==> src/rtl/trans_ctrl.sv <==
// trans_ctrl: reads a size x size matrix of packed rows into a local buffer, then writes its
// transpose back. Define TRANS_ZERO_PAD_EN to always write N rows, zero-filling rows >= size.
module trans_ctrl #(
  parameter int unsigned ELEM_W = 8,
  parameter int unsigned N      = 5,
  parameter int unsigned ADDR_W = 4
) (
  input  logic                clk,
  input  logic                rst,
  input  logic                start,
  input  logic [2:0]          size,
  input  logic [ADDR_W-1:0]   src_base,
  input  logic [ADDR_W-1:0]   dst_base,
  output logic                busy,
  output logic                done,
  output logic                err,
  output logic                mem_rd_en,
  output logic [ADDR_W-1:0]   mem_rd_addr,
  input  logic [N*ELEM_W-1:0] mem_rd_data,
  output logic                mem_wr_en,
  output logic [ADDR_W-1:0]   mem_wr_addr,
  output logic [N*ELEM_W-1:0] mem_wr_data
);

  localparam int unsigned RowW    = N * ELEM_W;
  localparam logic [2:0]  MaxSize = 3'(N);

  typedef enum logic [1:0] {StIdle, StRead, StWrite, StDone} state_e;

  state_e            state_q, state_d;
  logic [2:0]        size_q, size_d;
  logic [ADDR_W-1:0] src_q, src_d, dst_q, dst_d;
  logic [2:0]        rd_cnt_q, rd_cnt_d;
  logic [2:0]        cap_cnt_q, cap_cnt_d;
  logic [2:0]        wr_cnt_q, wr_cnt_d;
  logic              cap_en_q, cap_en_d;
  logic [RowW-1:0]   row_buf_q [N];
  logic [RowW-1:0]   row_buf_d [N];
  logic              err_q, err_d;
  logic              rd_en_q, rd_en_d;
  logic [ADDR_W-1:0] rd_addr_q, rd_addr_d;
  logic              wr_en_q, wr_en_d;
  logic [ADDR_W-1:0] wr_addr_q, wr_addr_d;
  logic [RowW-1:0]   wr_data_q, wr_data_d;
  logic [2:0]        wr_rows;
  logic [2:0]        wr_row;
  logic [RowW-1:0]   col_word;

`ifdef TRANS_ZERO_PAD_EN
  assign wr_rows = MaxSize;
`else
  assign wr_rows = size_q;
`endif

  always_comb begin
    row_buf_d = row_buf_q;
    if (cap_en_q) begin
      row_buf_d[cap_cnt_q] = mem_rd_data;
    end
  end

  // Built from row_buf_d so the first write can use the row captured on the same edge.
  always_comb begin
    col_word = '0;
    wr_row   = (state_q == StWrite) ? wr_cnt_q : 3'd0;
    for (int unsigned j = 0; j < N; j++) begin
      if (3'(j) < size_q && wr_row < size_q) begin
        col_word[(N-1-j)*ELEM_W +: ELEM_W] =
            row_buf_d[j][(N-1-32'(wr_row))*ELEM_W +: ELEM_W];
      end
    end
  end

  always_comb begin
    state_d   = state_q;
    size_d    = size_q;
    src_d     = src_q;
    dst_d     = dst_q;
    rd_cnt_d  = rd_cnt_q;
    cap_cnt_d = cap_cnt_q;
    wr_cnt_d  = wr_cnt_q;
    cap_en_d  = rd_en_q;
    err_d     = 1'b0;
    rd_en_d   = 1'b0;
    rd_addr_d = '0;
    wr_en_d   = 1'b0;
    wr_addr_d = '0;
    wr_data_d = '0;
    unique case (state_q)
      StIdle: begin
        if (start) begin
          if (size != 3'd0 && size <= MaxSize) begin
            state_d   = StRead;
            size_d    = size;
            src_d     = src_base;
            dst_d     = dst_base;
            rd_en_d   = 1'b1;
            rd_addr_d = src_base;
            rd_cnt_d  = 3'd1;
            cap_cnt_d = 3'd0;
            wr_cnt_d  = 3'd0;
          end else begin
            err_d = 1'b1;
          end
        end
      end
      StRead: begin
        if (rd_cnt_q < size_q) begin
          rd_en_d   = 1'b1;
          rd_addr_d = src_q + ADDR_W'(rd_cnt_q);
          rd_cnt_d  = rd_cnt_q + 3'd1;
        end
        if (cap_en_q) begin
          cap_cnt_d = cap_cnt_q + 3'd1;
          if (cap_cnt_q == size_q - 3'd1) begin
            state_d   = StWrite;
            wr_en_d   = 1'b1;
            wr_addr_d = dst_q;
            wr_data_d = col_word;
            wr_cnt_d  = 3'd1;
          end
        end
      end
      StWrite: begin
        if (wr_cnt_q < wr_rows) begin
          wr_en_d   = 1'b1;
          wr_addr_d = dst_q + ADDR_W'(wr_cnt_q);
          wr_data_d = col_word;
          wr_cnt_d  = wr_cnt_q + 3'd1;
        end else begin
          state_d = StDone;
        end
      end
      StDone: state_d = StIdle;
      default: state_d = StIdle;
    endcase
  end

  always_ff @(posedge clk) begin
    if (rst) begin
      state_q   <= StIdle;
      size_q    <= '0;
      src_q     <= '0;
      dst_q     <= '0;
      rd_cnt_q  <= '0;
      cap_cnt_q <= '0;
      wr_cnt_q  <= '0;
      cap_en_q  <= 1'b0;
      err_q     <= 1'b0;
      rd_en_q   <= 1'b0;
      rd_addr_q <= '0;
      wr_en_q   <= 1'b0;
      wr_addr_q <= '0;
      wr_data_q <= '0;
      for (int i = 0; i < N; i++) begin
        row_buf_q[i] <= '0;
      end
    end else begin
      state_q   <= state_d;
      size_q    <= size_d;
      src_q     <= src_d;
      dst_q     <= dst_d;
      rd_cnt_q  <= rd_cnt_d;
      cap_cnt_q <= cap_cnt_d;
      wr_cnt_q  <= wr_cnt_d;
      cap_en_q  <= cap_en_d;
      err_q     <= err_d;
      rd_en_q   <= rd_en_d;
      rd_addr_q <= rd_addr_d;
      wr_en_q   <= wr_en_d;
      wr_addr_q <= wr_addr_d;
      wr_data_q <= wr_data_d;
      row_buf_q <= row_buf_d;
    end
  end

  assign busy        = (state_q != StIdle);
  assign done        = (state_q == StDone);
  assign err         = err_q;
  assign mem_rd_en   = rd_en_q;
  assign mem_rd_addr = rd_addr_q;
  assign mem_wr_en   = wr_en_q;
  assign mem_wr_addr = wr_addr_q;
  assign mem_wr_data = wr_data_q;

endmodule

==> config.mk <==
export PLATFORM = sky130hd
export DESIGN_NAME = trans_ctrl
export DESIGN_NICKNAME = d
export VERILOG_FILES = /design/src/rtl/trans_ctrl.sv
export SDC_FILE = /design/constraint.sdc
export NUM_CORES = 1
export LEC_CHECK = 0
export BUFFER_PORTS_ARGS = -buffer_cell sky130_fd_sc_hd__buf_4
export CORE_ASPECT_RATIO = 1.1
export CORE_MARGIN = 5
export CORE_UTILIZATION = 50
export CTS_CLUSTER_DIAMETER = 200
export DETAILED_ROUTE_END_ITERATION = 12
export GPL_TIMING_DRIVEN = 0
export MAX_ROUTING_LAYER = met4
export PLACE_DENSITY = 0.75
export SLEW_MARGIN = 10
export SYNTH_ARGS = -nofsm -noshare
export SYNTH_HDL_FRONTEND = slang
export SYNTH_SLANG_ARGS = --single-unit
==> constraint.sdc <==
create_clock -name clk -period 3 [get_ports clk]
set_input_delay 0.6 -clock clk [delete_from_list [all_inputs] [get_ports clk]]
set_output_delay 0.6 -clock clk [all_outputs]
set_load 0.01 [all_outputs]
==> results of run 1 <==
[area by class of cell]
class | instances | area [µm²] | area share [%]
Buffer | 80 | 411.6 | 2.987
Clock buffer | 39 | 823.3 | 5.973
Clock inverter | 11 | 105.1 | 0.7625
Inverter | 20 | 77.57 | 0.5628
Multi-Input combinational cell | 874 | 5674 | 41.17
Sequential cell | 274 | 5485 | 39.80
Tap cell | 300 | 375.4 | 2.723
Timing Repair Buffer | 109 | 830.8 | 6.028
[per-stage QoR]
stage               setup TNS (ns)  setup slack [ns]  total power, W  hold WS (ns)  utilization (%)
floorplan                        0            0.2125        0.004564        0.4366                -
global route              -0.03129          -0.02177        0.008695        0.3052            60.49
CTS                              0           0.01042        0.008403        0.3042            60.14
detailed placement          -30.22           -0.9686        0.004952        0.4552            55.68
global placement            -29.08           -0.9517        0.004929        0.4479            55.65
finish                           0            0.1026        0.008401        0.3177            60.49
[worst max-delay path, stage by stage, from the launching register on]
cell and delay (ns):
dfxtp_1 0.33, inv_2 0.09, ha_2 0.21, and2_4 0.21, inv_4 0.08, clkbuf_8 0.18, ha_2 0.21, nand3b_1 0.29
a211o_1 0.43, clkbuf_4 0.25, o22ai_1 0.21, nor2_1 0.06, a21oi_1 0.22
[registers in the layout (all words and copies together) (netlist names), 4 cells and up]
name         flops
mem_wr_addr      4
src_q            4
mem_wr_data     40
dst_q            4
mem_rd_addr      4
row_buf_q      200
[worst max-delay path by stage]
stage / start / endpoint
finish: state_q[0]$_SDFFE_PP0P_ / mem_wr_data[2]$_SDFF_PP0_
global route: state_q[0]$_SDFFE_PP0P_ / mem_wr_data[15]$_SDFF_PP0_
CTS: state_q[0]$_SDFFE_PP0P_ / mem_wr_data[1]$_SDFF_PP0_
detailed placement: state_q[0]$_SDFFE_PP0P_ / mem_wr_data[38]$_SDFF_PP0_
global placement: state_q[0]$_SDFFE_PP0P_ / mem_wr_data[38]$_SDFF_PP0_
floorplan: state_q[0]$_SDFFE_PP0P_ / mem_wr_data[36]$_SDFF_PP0_
[cell usage after synthesis, types with 14 or more instances]
cell      count  area (µm²)
nand3_1      26       130.1
nor3_1       14       70.07
nor2_1      211       792.0
clkbuf_1     46       172.7
o21ai_0      29       145.1
or2_2        26       162.7
a21oi_1      69       345.3
buf_2        26       130.1
ha_1         23       287.8
nand2_1     140       525.5
o22a_1       27       236.5
dfxtp_1     274        5485
mux2i_1     189        1892
inv_1        20       75.07
a31oi_1      27       168.9
[kinds of logic (layout without fill, tap and decap cells)]
kind of cell | Yosys count | in the layout | synth area share [%]
AOI/OAI and AO/OA | 193 | 193 | 10.86
xor gates and xnor gates | 8 | 8 | 0.7392
adders and majority gates | 25 | 25 | 2.848
buffers and inverters | 102 | 259 | 3.881
DFF | 274 | 274 | 47.66
muxes | 196 | 196 | 17.12
and+or+nand+nor | 452 | 452 | 16.89
[power by group]
group          leakage [nW]  switching [W]  total [W]  internal (W)
combinational          3.16       0.000711    0.00111      0.000396
clock                 0.469        0.00142    0.00349       0.00207
sequential             2.21      0.0000597    0.00380       0.00374
[metal layers]
| layer | vias to the layer above | global-route usage, % |
|---|---|---|
| met4 | 0 | 9.601 |
| met2 | 399 | 42.63 |
| li1 | 4578 | - |
| met3 | 90 | 3.631 |
| met1 | 4665 | 34.07 |
| met5 | - | - |
[repair_timing]
item                                    4_1_cts  5_1_grt
setup buffers                                 1        2
resized for setup                            36       16
pin swaps                                     0        3
endpoints found under the setup margin       40       40
[placed cells by master, fill, tap and decap left out, types with 4 or more instances in the layout]
master and count:
a211oi_1 9, a21oi_1 69, a31oi_1 25, and2_1 8, buf_2 23, buf_4 114
clkbuf_1 39, clkbuf_16 29, clkbuf_2 8, clkbuf_8 8, clkinv_2 9, dfxtp_1 274
ha_1 21, inv_1 18, mux2_2 7, mux2i_1 189, nand2_1 139, nand2b_1 4
nand3_1 23, nand3b_1 4, nor2_1 210, nor2b_1 4, nor3_1 13, o21ai_0 21
o21ai_1 5, o21ai_2 4, o22a_1 27, o22ai_1 8, or2_2 26
==> run_results.csv, run 1 <==
group,metric,value,unit
sta,slew_viol_final,0,
yosys,ys_ff_latch,274,
sta,worst-slew-pin-transition,0.9545,ns
power,power_density,609.5,mW/mm²
cts,cts_buffer_depth,3,
setup_path,crit_arrival,3.34,ns
setup_path,start_kind,"register",
yosys,synth_warnings,0,
place,place_hpwl,24.99,mm
flow_run,drv_cap,0,
grt,grt_pass1_vias,9220,
drt,wl_met1,14.53,mm
yosys,synth-edff-count,0,
sta,setup_viol,0,
finish,finalNonFillerCells,1707,
setup_path,path_max_fanout,10,
drt,highest_layer,"met4",
place,gp_congestion,0.9417,
yosys,synth_nets,1329,
yosys,netlist_instances,1250,
status,status,"finished, final reports clean",
sta,max_slew_margin,36.27,%
min_path,hold_end,"dst_q[1]$_SDFFE_PP0P_",
cts,cts.htree.levels,1,
sta,finalClockSkew,0.01206,ns
power,max-vdd-ir-drop,534.5,µV
setup_path,r2r-start,"state_q[0]$_SDFFE_PP0P_",
setup_path,rrSetupSlack,0.10,ns
sta,fin_crit,2.897,ns
drt,wl_met2,16.17,mm
cts,clockRootBuffer,"clkbuf_16",
cts,tritoncts.num_buffers,28,
setup_path,timing.rr.end,"mem_wr_data[2]$_SDFF_PP0_",
place,numPortBuffers,106,
finish,drive_gt1_share,18.41,%
grt,track_usage,26.41,%
power,leakage,5.838,nW
sta,max_freq,345.1,MHz
drt,wl_per_cell,20.31,µm
place,post-place-cells,1656,
drt,wirelength,34.67,mm
yosys,synth_ff_type,"dfxtp_1",
cts,cts_hold_buf,0,
yosys,async_reset_ff_share,0,%
finish,design_area,0.01378,mm²
min_path,min_path_cells,3,
setup_path,ff2ff_path_depth,12,
sta,rsz0062_at_grt,"yes",
drt,viasPerCell,5.701,
drt,drt_iter0_markers,850,
finish,n_antenna_cell,0,
cts,insertion_delay,0.54,ns
place,dpl-instance-area,0.01269,mm²
die,chipHeight,169.1,µm
min_path,worstHoldPathType,"in -> reg",
setup_path,crit_type,"reg -> reg",
setup_path,crit_path_end_kind,"register",
cts,cts_num_sinks,274,
cts,tritoncts,"done",
min_path,hold_start,"dst_base[1]",
die,dieArea,0.02616,mm²
yosys,synth-seq-area-share,47.66,%
drt,drtPass1Iterations,5,
yosys,synthDistinctLibCells,58,
yosys,syn_avg_cell_area,9.208,µm²
die,start_util,50.51,%
die,ioPinCount,107,
die,rows,58,
grt,grt_pass1_wl,53.02,mm
drt,met3WireLength,2.519,mm
yosys,synth_area,0.01151,mm²
grt,grt_overflow,0,
drt,num_vias,9732,
drt,postRouteAntennaNets,0,
finish,area_delta_synth_final,19.75,%
die,core-area,0.02279,mm²
sta,hold_viol,0,
finish,nets,1466,
grt,antenna_found_initial,0,
sta,fin_crit_sh,96.58,%
cts,clk_transition_reported_paths,0.06,ns
die,dieWidth,154.7,µm
drt,drc,0,
grt,grt_max_degree,14,
setup_path,cp.required,3.44,ns
finish,fillers,1967,
Note: power is estimated with default switching activity, not from simulation.
==> inputs of run 2 (changes only) <==
GPL_TIMING_DRIVEN = default   (was 0)
==> run 2 against run 1 <==
Net effect:
- wire length decreased by 6.6%
- global-route usage decreased by 1.7 points
- register-to-register slack improved by 0.03 ns
- first-iteration DRC count decreased by 22%
- via count decreased by 3.4%
- clock skew decreased by 0.00086 ns
- clock power about the same
- die area unchanged
- setup slack improved by 0.034 ns
- design area decreased by 1.6%
- sequential share of layout area increased by 0.65 points
==> run_results.csv, run 2 (synthesis gave the netlist of run 1 again) <==
group,metric,value,unit
power,max-vdd-ir-drop,588.6,µV
setup_path,path_buf_inv,3,
min_path,hold_end,"mem_rd_addr[1]$_SDFF_PP0_",
die,dieArea,0.02616,mm²
drt,viasPerCell,5.695,
finish,area_delta_synth_final,17.83,%
place,numPortBuffers,106,
setup_path,cpPeakStageDelay,0.62,ns
setup_path,timing.rr.end,"mem_wr_data[23]$_SDFF_PP0_",
setup_path,ff2ff_path_depth,9,
grt,grt_max_degree,82,
setup_path,crit_type,"reg -> reg",
finish,drive_gt1_share,16.43,%
finish,mostFrequentLayoutCells,"dfxtp_1 (274), nor2_1 (211), mux2i_1 (189)",
drt,num_vias,9403,
sta,finalClockSkew,0.01120,ns
drt,postRouteAntennaNets,0,
setup_path,rrSetupSlack,0.14,ns
setup_path,path_max_fanout,8,
flow_run,drv_cap,0,
sta,tns,0,ns
grt,grt_pass1_wl,50.39,mm
setup_path,start_kind,"register",
cts,cts_hold_buf,0,
sta,slew_viol_final,0,
cts,tritoncts.num_buffers,27,
cts,clk_transition_reported_paths,0.06,ns
die,start_util,50.51,%
drt,drc,0,
min_path,hold_start,"src_base[1]",
drt,wl_per_cell,19.62,µm
grt,grt_pass1_vias,9093,
sta,fin_crit,2.863,ns
cts,cts_num_sinks,274,
power,leakage,5.716,nW
grt,track_usage,24.76,%
die,chipHeight,169.1,µm
die,ioPinCount,107,
place,place_hpwl,22.08,mm
power,power,0.008359,W
cts,post_cts_buffers,0,
setup_path,cp_slowest_cell,"nand3_1",
cts,cts_buffer_depth,3,
drt,drt_iter0_markers,666,
sta,fin_crit_sh,95.44,%
cts,tritoncts,"done",
sta,max_slew_margin,31.89,%
finish,largest-register,"row_buf_q",
finish,fillers,1977,
place,gp_congestion,0.8807,
finish,design_area,0.01356,mm²
finish,final_common_cell,"dfxtp_1",
setup_path,critical_path_depth,9,
sta,rsz0062_at_grt,"no",
finish,largest_reg_flops,200,
place,dpl-instance-area,0.01264,mm²
setup_path,crit_arrival,3.29,ns
die,rows,58,
grt,grt_overflow,0,
die,core-area,0.02279,mm²
setup_path,crit_path_end_kind,"register",
drt,drtPass1Iterations,5,
power,power_density,616.4,mW/mm²
die,dieWidth,154.7,µm
cts,clockRootBuffer,"clkbuf_16",
drt,wirelength,32.39,mm
cts,cts_resized,0,
min_path,min_path_cells,3,
sta,worst-slew-pin-transition,1.017,ns
setup_path,cp.required,3.42,ns
sta,setup_viol,0,
status,status,"finished, final reports clean",
setup_path,path_cells,"inv_1 > ha_1 > buf_4 > nand2_1 > inv_1 > ha_1 > a211oi_2 > nand3_1 > nor3_1",
grt,antenna_found_initial,0,
sta,max_freq,349.3,MHz
setup_path,r2r-start,"state_q[0]$_SDFFE_PP0P_",
cts,insertion_delay,0.53,ns
sta,hold_viol,0,
setup_path,critPathTopFamily,"simple AND/OR/NAND/NOR gates",
cts,cts.htree.levels,1,
finish,nets,1411,
min_path,worstHoldPathType,"in -> reg",
finish,n_antenna_cell,0,
run 2: changes by cell type in the layout (fill, tap and decap cells not counted), moves of 4 or more:
cell	change
clkbuf_1	-33
o21ai_1	-4
buf_2	-23
clkbuf_2	-8
buf_4	+16
clkinv_2	-6
o21ai_0	+8
o21ai_2	-4
run 2: tightest hold or removal path, delay by kind of cell:
kind | cells | cell delay [ns]
buffers and inverters | 1 | 0.08
AO/OA/AOI/OAI | 1 | 0.05
AND/OR/NAND/NOR | 1 | 0.07
run 2: where the power goes:
part	switching [W]	leakage (nW)	internal (W)
sequential	0.0000755	2.21	0.00374
clock	0.00139	0.456	0.00211
combinational	0.000656	3.05	0.000392
run 2: metrics by stage:
stage / hold slack, ns / setup slack [ns] / util [%] / cells
2_1_floorplan: 0.4366 / 0.2125 / - / 1250
3_3_place_gp: 0.4472 / 0.4787 / 55.47 / 1603
3_5_place_dp: 0.4536 / 0.2584 / 55.47 / 1603
4_1_cts: 0.3108 / 0.2226 / 59.52 / 1651
5_1_grt: 0.3140 / 0.02844 / 59.52 / 1651
6_report: 0.3224 / 0.1369 / 59.52 / 1651
run 2: metal layers:
layer	part of all wire (%)	vias to the layer above	track usage, %
met2	48	308	41.49
met3	6.0	74	2.864
li1	-	4455	-
met5	0	-	-
met1	42	4566	31.06
met4	3.7	0	8.871
run 2: area by class of cell:
| class | count | area [µm²] | share of cell area [%] |
|---|---|---|---|
| multi-input cells | 874 | 5637 | 41.56 |
| clock buffers | 41 | 808.3 | 5.960 |
| clock inverters | 7 | 113.9 | 0.8396 |
| inverters | 20 | 75.07 | 0.5536 |
| flip-flops and latches | 274 | 5485 | 40.45 |
| well taps | 300 | 375.4 | 2.768 |
| repair buffers | 135 | 1067 | 7.870 |
run 2: worst max-delay path by stage:
stage | start | endpoint | slack (ns)
final | state_q[0]$_SDFFE_PP0P_ | mem_wr_data[23]$_SDFF_PP0_ | 0.14
after global routing | state_q[0]$_SDFFE_PP0P_ | mem_wr_data[23]$_SDFF_PP0_ | 0.03
after CTS | state_q[0]$_SDFFE_PP0P_ | mem_wr_data[23]$_SDFF_PP0_ | 0.22
after detailed placement | state_q[0]$_SDFFE_PP0P_ | mem_wr_data[23]$_SDFF_PP0_ | 0.26
after global placement | state_q[0]$_SDFFE_PP0P_ | mem_wr_data[21]$_SDFF_PP0_ | 0.48
after floorplan | state_q[0]$_SDFFE_PP0P_ | mem_wr_data[36]$_SDFF_PP0_ | 0.21
